<file path="src/rtl/square_wave_gen.sv">
// square_wave_gen: square/PWM sample generator built from a phase accumulator
// and a duty comparator. New configurations are double-buffered so they only
// take effect on a period boundary and never produce a partial period.
module square_wave_gen #(
  parameter int DATA_W  = 16,
  parameter int PHASE_W = 10
) (
  input  logic               i_clk,
  input  logic               i_rst_n,
  input  logic               i_en,
  input  logic               i_cfg_valid,
  output logic               o_cfg_ready,
  input  logic [PHASE_W-1:0] i_ftw,
  input  logic [PHASE_W:0]   i_duty,
  input  logic [DATA_W-1:0]  i_amp_hi,
  input  logic [DATA_W-1:0]  i_amp_lo,
  output logic [DATA_W-1:0]  o_data,
  output logic               o_valid,
  output logic               o_wrap
);

  typedef enum logic {
    IDLE,
    RUN
  } state_t;

  // One full period in phase units; duty values above this are clamped to it.
  localparam logic [PHASE_W:0] FULL_SCALE = {1'b1, {PHASE_W{1'b0}}};

  state_t state;
  state_t next_state;

  logic [PHASE_W-1:0] phase;
  logic               wrap_flag;

  logic [PHASE_W-1:0] act_ftw;
  logic [PHASE_W:0]   act_duty;
  logic [DATA_W-1:0]  act_hi;
  logic [DATA_W-1:0]  act_lo;

  logic [PHASE_W-1:0] sh_ftw;
  logic [PHASE_W:0]   sh_duty;
  logic [DATA_W-1:0]  sh_hi;
  logic [DATA_W-1:0]  sh_lo;
  logic               pending;

  logic [PHASE_W:0]   phase_sum;
  logic               carry;
  logic               cfg_fire;
  logic [PHASE_W:0]   eff_duty;
  logic [DATA_W-1:0]  sample;

  assign o_cfg_ready = ~pending;

  // Phase step, period-boundary detection and the duty compare for the current phase.
  always_comb begin
    phase_sum = {1'b0, phase} + {1'b0, act_ftw};
    carry     = phase_sum[PHASE_W];
    cfg_fire  = i_cfg_valid & ~pending;
    eff_duty  = (act_duty > FULL_SCALE) ? FULL_SCALE : act_duty;
    sample    = ({1'b0, phase} < eff_duty) ? act_hi : act_lo;
  end

  // State register; the enable alone decides between idling and running.
  always_ff @(posedge i_clk) begin
    if (!i_rst_n) state <= IDLE;
    else          state <= next_state;
  end

  // Next-state logic: any edge with the enable low returns to IDLE.
  always_comb begin
    next_state = state;
    if (i_en) next_state = RUN;
    else      next_state = IDLE;
  end

  // Phase accumulator, wrap flag and the registered output sample.
  always_ff @(posedge i_clk) begin
    if (!i_rst_n) begin
      phase     <= '0;
      wrap_flag <= 1'b0;
      o_data    <= '0;
      o_valid   <= 1'b0;
      o_wrap    <= 1'b0;
    end else if (!i_en) begin
      phase     <= '0;
      wrap_flag <= 1'b0;
      o_data    <= '0;
      o_valid   <= 1'b0;
      o_wrap    <= 1'b0;
    end else if (state == IDLE) begin
      phase     <= '0;
      wrap_flag <= 1'b1;
      o_data    <= '0;
      o_valid   <= 1'b0;
      o_wrap    <= 1'b0;
    end else begin
      phase     <= phase_sum[PHASE_W-1:0];
      wrap_flag <= carry;
      o_data    <= sample;
      o_valid   <= 1'b1;
      o_wrap    <= wrap_flag;
    end
  end

  // Active/shadow configuration: direct load while idle, deferred to the next wrap while running.
  always_ff @(posedge i_clk) begin
    if (!i_rst_n) begin
      act_ftw  <= '0;
      act_duty <= '0;
      act_hi   <= '0;
      act_lo   <= '0;
      sh_ftw   <= '0;
      sh_duty  <= '0;
      sh_hi    <= '0;
      sh_lo    <= '0;
      pending  <= 1'b0;
    end else if (state == IDLE) begin
      if (i_en && pending) begin
        act_ftw  <= sh_ftw;
        act_duty <= sh_duty;
        act_hi   <= sh_hi;
        act_lo   <= sh_lo;
        pending  <= 1'b0;
      end else if (cfg_fire) begin
        act_ftw  <= i_ftw;
        act_duty <= i_duty;
        act_hi   <= i_amp_hi;
        act_lo   <= i_amp_lo;
      end
    end else begin
      if (i_en && carry && pending) begin
        act_ftw  <= sh_ftw;
        act_duty <= sh_duty;
        act_hi   <= sh_hi;
        act_lo   <= sh_lo;
        pending  <= 1'b0;
      end
      if (cfg_fire) begin
        sh_ftw  <= i_ftw;
        sh_duty <= i_duty;
        sh_hi   <= i_amp_hi;
        sh_lo   <= i_amp_lo;
        pending <= 1'b1;
      end
    end
  end

endmodule

</file>
<file path="config.mk">
export PLATFORM = sky130hd
export DESIGN_NAME = square_wave_gen
export DESIGN_NICKNAME = d
export VERILOG_FILES = /design/src/rtl/square_wave_gen.sv
export SDC_FILE = /design/constraint.sdc
export NUM_CORES = 1
export LEC_CHECK = 0
export CAP_MARGIN = 20
export CORE_MARGIN = 4
export CORE_UTILIZATION = 50
export CTS_BUF_LIST = sky130_fd_sc_hd__clkbuf_8
export DETAILED_ROUTE_END_ITERATION = 10
export GPL_ROUTABILITY_DRIVEN = 0
export PLACE_DENSITY = 0.68
export SYNTH_ARGS = -nofsm -noshare
export SYNTH_HDL_FRONTEND = slang
export SYNTH_SLANG_ARGS = --single-unit
</file>
<file path="constraint.sdc">
create_clock -name i_clk -period 2.8 [get_ports i_clk]
set_input_delay 0.42 -clock i_clk [delete_from_list [all_inputs] [get_ports i_clk]]
set_output_delay 0.42 -clock i_clk [all_outputs]
set_load 0.005 [all_outputs]
</file>
==> impl_metrics.env, run 1 <==
export IMPL_relSlewSlack_pct=41.4
export IMPL_fin_crit_sh_pct=86.1
export IMPL_viasPerCell=5.50
export IMPL_final_nets=862
export IMPL_ys_top_cells_by_area="dfxtp_1 40%, nand2_1 9.9%, o211ai_2 9.0%, mux2_2 8.6%, o21ai_2 6.7%"
export IMPL_core_sq_um=13400
export IMPL_r2r_start="phase[0]$_SDFF_PN0_"
export IMPL_critical_path_class="flip-flop to flip-flop"
export IMPL_fin_skew_ns=0.0178
export IMPL_fin_setup_tns_ns=0
export IMPL_start_kind="flip-flop"
export IMPL_die_x_microns=126
export IMPL_endpoint="act_lo[2]$_SDFFE_PN0P_"
export IMPL_synth_edf_count=0
export IMPL_p_int_mw=3.19
export IMPL_synth_cells=738
export IMPL_grt_max_degree=162
export IMPL_syn_avg_cell_area_sq_um=9.38
export IMPL_synth_commonest_cells="183 x nand2_1, 137 x dfxtp_1, 53 x a21boi_1, 53 x mux2_2, 53 x o21ai_2"
export IMPL_ys_seq_area_share_pct=39.6
export IMPL_clk_pin_slew_ns=0.07
export IMPL_p_comb_share_pct=15.0
export IMPL_antenna_found_initial=0
export IMPL_cts_setup_buffers=0
export IMPL_ff_latch_area_sq_um=2740
export IMPL_hold_violations=0
export IMPL_cts_resized=0
export IMPL_synth_top_area_cell="dfxtp_1"
export IMPL_hold_path_class="input port to flip-flop"
export IMPL_start_util_pct=51.7
export IMPL_yosys_warnings=0
export IMPL_pwr_share_seq_pct=48.1
export IMPL_reg2reg_to="act_lo[2]$_SDFFE_PN0P_"
export IMPL_pin_count=76
export IMPL_crit_required_ns=3.13
export IMPL_rr_worst_depth=9
export IMPL_fin_crit_ns=2.41
export IMPL_synth_top_family_by_area="compound AO/OA/AOI/OAI gates"
export IMPL_clock_sinks=137
export IMPL_ys_ff_latch=137
export IMPL_port_buffers=75
export IMPL_grt_pass1_vias=5196
export IMPL_h_tree_depth=4
export IMPL_drtIter0Drc=363
export IMPL_fillers=1161
export IMPL_ant_nets=0
export IMPL_hold_buffers=0
export IMPL_fmax_ghz=0.415
export IMPL_syn_area_sq_um=6930
export IMPL_dieArea_sq_um=15800
export IMPL_wl_per_cell_microns=15.9
export IMPL_grt_usage_pct=19.7
export IMPL_num_vias=5353
export IMPL_synth_compound_area_share_pct=26.9
export IMPL_finalPower_mw=4.33
export IMPL_ys_types=49
export IMPL_synthXorXnorAreaFrac_pct=0.506
export IMPL_powerDensity_nw_per_um2=535
export IMPL_num_antenna_cells=0
export IMPL_yosysTopAreaCellShare_pct=39.6
export IMPL_status="finished clean"
export IMPL_cts_tree="yes"
export IMPL_drtPass1Iterations=4
export IMPL_hpwl_microns=10300
export IMPL_startpoint="phase[0]$_SDFF_PN0_"
export IMPL_worst_pin_slew_ns=0.879
export IMPL_drcViolationCount=0
export IMPL_p_leak_nw=2.94
export IMPL_irDropWorstVdd_mv=0.363
export IMPL_place_inst=942
export IMPL_cts_root_buf="clkbuf_8"
export IMPL_synth_simple_area_share_pct=14.9
export IMPL_endpoint_kind="flip-flop"
export IMPL_drive_gt1_share_pct=26.2
export IMPL_rows=42
export IMPL_clock_power_share_pct=37.0
export IMPL_synth_nets=815
export IMPL_clock_latency_ns=0.45
export IMPL_arrival_ns=2.74
export IMPL_muxShareOfSynthArea_pct=8.62
export IMPL_grt_overflow=0
export IMPL_die_h_microns=126
export IMPL_grt_pass1_wl_microns=25600
export IMPL_synth_async_reset_ratio_pct=0
export IMPL_cts_max_path_buffers=2
export IMPL_yosysMostFrequentCell="nand2_1"
export IMPL_wirelength_microns=15400
export IMPL_cts_buffers=17
export IMPL_p_switching_mw=1.14
export IMPL_setup_viol=0
export IMPL_synthAdderAreaFrac_pct=3.72
export IMPL_syn_to_final_growth_pct=17.0
export IMPL_cap_violations=0
export IMPL_synth_ff_type="dfxtp_1"
export IMPL_cp_max_fo=32
export IMPL_regToRegSetupSlack_ns=0.39
export IMPL_p_sw_share_pct=26.4
export IMPL_multi_input_area_sq_um=3820
export IMPL_drv_slew=0
export IMPL_final_instance_count_excl_fill=973
export IMPL_rsz0062_at_grt="false"
## worst max-delay path, cell delays in order, from the launching register on
cell	delay, ns
dfxtp_1	0.35
ha_1	0.21
inv_1	0.06
fa_1	0.42
nor2b_4	0.18
o2111ai_2	0.15
and4b_2	0.27
buf_4	0.29
o211ai_1	0.25
o21ai_1	0.09
## worst min path at each step
stage,slack [ns],to,depth (start not counted),startpoint
after detailed placement,0.42,o_wrap$_SDFF_PN0_,1,wrap_flag$_SDFF_PN0_
after CTS,0.27,state$_SDFF_PN0_,2,i_rst_n
final,0.30,state$_SDFF_PN0_,2,i_rst_n
after floorplan,0.41,o_wrap$_SDFF_PN0_,1,wrap_flag$_SDFF_PN0_
after global placement,0.42,o_wrap$_SDFF_PN0_,1,wrap_flag$_SDFF_PN0_
after global routing,0.26,state$_SDFF_PN0_,2,i_rst_n
## stage by stage
step / cell area [sq um] / worst slack [ns] / hold slack [ns] / util [%]
2_1_floorplan: 6930 / 0.703 / 0.406 / -
3_3_place_gp: 7720 / 0.503 / 0.423 / 57.6
3_5_place_dp: 7720 / 0.405 / 0.423 / 57.6
4_1_cts: 8110 / 0.403 / 0.268 / 60.5
5_1_grt: 8110 / 0.275 / 0.258 / 60.5
6_report: 8110 / 0.390 / 0.299 / 60.5
## cell usage in the layout (no fill, tap or decap), types with 8 or more instances in the layout
cell | Yosys | layout
a21boi_1 | 53 | 53
ha_1 | 19 | 19
o21ai_2 | 53 | 51
nand2b_1 | 11 | 11
inv_1 | 7 | 11
o21ai_1 | 23 | 23
mux2_2 | 53 | 53
nor2_1 | 14 | 14
dfxtp_1 | 137 | 137
clkbuf_8 | 0 | 18
clkdlybuf4s50_1 | 0 | 74
o211ai_2 | 50 | 50
buf_4 | 7 | 8
nand2_1 | 183 | 183
nand3_1 | 20 | 19
## per-layer routing
layer	part of all wire, %	global-route usage, %
met3	5.3	5.00
met4	1.0	5.74
met1	47	27.0
met2	46	30.9
met5	0	0
## state kept, by name, indices dropped and copies added, names as in the netlist, 10 cells and up
name / cells
o_data: 16
sh_hi: 16
act_ftw: 10
sh_ftw: 10
act_duty: 11
phase: 10
sh_lo: 16
sh_duty: 11
act_lo: 16
act_hi: 16
## area by class of cell
type / instances / share of cell area [%]
Sequential cell: 137 / 33.8
Multi-Input combinational cell: 533 / 47.1
Clock inverter: 13 / 1.71
Tap cell: 176 / 2.72
Clock buffer: 18 / 3.06
Timing Repair Buffer: 87 / 11.1
Inverter: 9 / 0.417
## logic make-up (layout without fill, tap and decap cells)
family / count (synthesis) / after routing
AO/OA/AOI/OAI: 212 / 212
XOR/XNOR: 4 / 4
adder cells (fa/ha/maj): 20 / 20
buffers and inverters: 68 / 127
flip-flops: 137 / 137
multiplexers: 53 / 53
AND/OR/NAND/NOR: 244 / 244
## power groups by stage
| stage | registers, mW | logic [mW] | clock network, mW |
|---|---|---|---|
| after floorplan | 2.11 | 0.470 | 0 |
| after CTS | 2.08 | 0.654 | 1.64 |
| after global placement | 2.12 | 0.637 | 0 |
| after detailed placement | 2.13 | 0.649 | 0 |
| final | 2.08 | 0.648 | 1.60 |
| after global routing | 2.09 | 0.709 | 1.75 |
Note: power is estimated with default switching activity, not from simulation.
==> run 2, diff against run 1 <==
--- a/config.mk
+++ b/config.mk
@@ -7,11 +7,13 @@
 export LEC_CHECK = 0
 export CAP_MARGIN = 20
 export CORE_MARGIN = 4
-export CORE_UTILIZATION = 50
+export CORE_UTILIZATION = 45
 export CTS_BUF_LIST = sky130_fd_sc_hd__clkbuf_8
+export CTS_CLUSTER_SIZE = 25
 export DETAILED_ROUTE_END_ITERATION = 10
+export DONT_BUFFER_PORTS = 1
 export GPL_ROUTABILITY_DRIVEN = 0
-export PLACE_DENSITY = 0.68
+export PLACE_DENSITY = 0.56
 export SYNTH_ARGS = -nofsm -noshare
 export SYNTH_HDL_FRONTEND = slang
 export SYNTH_SLANG_ARGS = --single-unit
==> run 2 against run 1 <==
Against the previous run:
- cell area is 9.6% lower
- final cell count fell by 6.5%
- flip-flop and latch count stayed put
- fmax up 2.1%
- non-clock buffer count is 76 lower
- critical path depth unchanged
- register-to-register slack better by 0.05 ns
- sequential power about the same
- clock power fell by 4%
- global-route usage shrank 0.98 points
- hold slack lost 0.20 ns
- core utilization shrank 12 points
- critical path type unchanged
- largest cell class unchanged
==> impl_metrics.env, run 2 (same netlist as run 1, synthesis figures left out) <==
export IMPL_status="finished clean"
export IMPL_pin_count=76
export IMPL_core_sq_um=15100
export IMPL_grt_pass1_vias=5148
export IMPL_start_kind="flip-flop"
export IMPL_clock_sinks=137
export IMPL_rows=45
export IMPL_h_tree_depth=4
export IMPL_rsz0062_at_grt="false"
export IMPL_cts_tree="yes"
export IMPL_fmax_ghz=0.423
export IMPL_hold_buffers=0
export IMPL_fillers=1425
export IMPL_critical_path_class="flip-flop to flip-flop"
export IMPL_antenna_found_initial=0
export IMPL_hold_path_class="input port to flip-flop"
export IMPL_drcViolationCount=0
export IMPL_cts_resized=0
export IMPL_clk_pin_slew_ns=0.09
export IMPL_fin_crit_sh_pct=84.3
export IMPL_fin_skew_ns=0.0128
export IMPL_endpoint_kind="flip-flop"
export IMPL_worst_pin_slew_ns=0.732
export IMPL_cap_violations=0
export IMPL_drtIter0Drc=323
export IMPL_critPathTopFamily="adder cells"
export IMPL_grt_usage_pct=18.7
export IMPL_hold_violations=0
export IMPL_final_nets=786
export IMPL_clock_latency_ns=0.45
export IMPL_powerDensity_nw_per_um2=565
export IMPL_p_leak_nw=2.61
export IMPL_grt_pass1_wl_microns=26500
export IMPL_die_h_microns=132
export IMPL_crit_required_ns=3.13
export IMPL_ant_nets=0
export IMPL_grt_overflow=0
export IMPL_utilization_pct=48.4
export IMPL_fin_setup_tns_ns=0
export IMPL_cts_buffers=17
export IMPL_cts_setup_buffers=0
export IMPL_p_comb_share_pct=12.5
export IMPL_relSlewSlack_pct=51.1
export IMPL_port_buffers=0
export IMPL_start_util_pct=45.7
export IMPL_cts_root_buf="clkbuf_8"
export IMPL_crit_chain="ha_1 > inv_1 > fa_1 > nor2b_4 > o2111ai_2 > and4b_2 > buf_4 > o211ai_2 > o21ai_2"
export IMPL_fin_crit_ns=2.36
export IMPL_num_antenna_cells=0
export IMPL_hpwl_microns=10300
export IMPL_p_switching_mw=1.17
export IMPL_p_int_mw=2.96
export IMPL_drtPass1Iterations=6
export IMPL_routed_top_layer="met4"
export IMPL_wl_met3_microns=502
export IMPL_arrival_ns=2.69
export IMPL_wl_met2_microns=8290
export IMPL_grt_max_degree=163
export IMPL_finalPower_mw=4.14
export IMPL_cp_max_fo=31
export IMPL_final_common_cell="nand2_1"
export IMPL_drv_slew=0
export IMPL_wirelength_microns=15700
export IMPL_setup_viol=0
export IMPL_drive_gt1_share_pct=29.4
export IMPL_die_x_microns=132
export IMPL_clock_power_share_pct=37.2
export IMPL_num_vias=5044
export IMPL_slowest_stage="fa_1"
export IMPL_wl_per_cell_microns=17.3
export IMPL_cts_max_path_buffers=2
export IMPL_slowest_delay_ns=0.42
export IMPL_irDropWorstVdd_mv=0.263
export IMPL_final_cell_mix="183 x nand2_1, 137 x dfxtp_1, 53 x a21boi_1, 53 x mux2_2, 51 x o21ai_2"
export IMPL_p_sw_share_pct=28.4
export IMPL_wl_met1_microns=6720
export IMPL_crit_buf_inv=2
export IMPL_viasPerCell=5.54
export IMPL_pwr_share_seq_pct=50.3
export IMPL_syn_to_final_growth_pct=5.78
export IMPL_dieArea_sq_um=17400
-- run 2: cell count changes in the layout (fill, tap and decap cells not counted) --
cell,before,now
bufinv_16,3,1
inv_6,0,2
buf_12,5,3
clkinv_4,1,4
clkinv_2,5,4
clkinvlp_4,0,3
clkdlybuf4s50_1,74,0
inv_1,11,7
-- run 2: per-stage QoR --
| stage | instances | setup WS (ns) | instance area [sq um] | hold slack [ns] |
|---|---|---|---|---|
| after floorplan | 738 | 0.703 | 6930 | 0.406 |
| after global placement | 878 | 0.493 | 6950 | 0.438 |
| after detailed placement | 878 | 0.456 | 6950 | 0.445 |
| after CTS | 910 | 0.425 | 7330 | 0.0507 |
| after global routing | 910 | 0.191 | 7330 | 0.0528 |
| final | 910 | 0.438 | 7330 | 0.0941 |
-- run 2: power by group through the flow --
stage | logic (mW) | clock network (mW) | registers, mW
after CTS | 0.525 | 1.60 | 2.08
after global placement | 0.513 | 0 | 2.12
final | 0.517 | 1.54 | 2.08
after detailed placement | 0.523 | 0 | 2.13
after floorplan | 0.470 | 0 | 2.11
after global routing | 0.571 | 1.68 | 2.09
-- run 2: path summary, 6_finish.rpt --
check,start,to,slack [ns],depth (start not counted)
hold reg to reg,sh_hi[14]$_SDFFE_PN0P_,sh_hi[14]$_SDFFE_PN0P_,0.45,2
setup / recovery,phase[0]$_SDFF_PN0_,act_lo[11]$_SDFFE_PN0P_,0.44,9
hold / removal,i_ftw[1],sh_ftw[1]$_SDFFE_PN0P_,0.09,2
setup reg to reg,phase[0]$_SDFF_PN0_,act_lo[11]$_SDFFE_PN0P_,0.44,9
-- run 2: cell type report --
class / instances / area [sq um] / share of cell area (%)
Clock inverter: 14 / 125 / 1.71
Sequential cell: 137 / 2740 / 37.4
Tap cell: 188 / 235 / 3.21
Clock buffer: 18 / 248 / 3.38
Inverter: 9 / 33.8 / 0.461
Timing Repair Buffer: 11 / 120 / 1.64
Multi-Input combinational cell: 533 / 3820 / 52.2
-- run 2: routing by layer --
metal | up-vias | track usage, %
met3 | 19 | 4.66
li1 | 2534 | -
met1 | 2426 | 21.9
met4 | 0 | 6.07
met2 | 65 | 33.5
met5 | - | 0
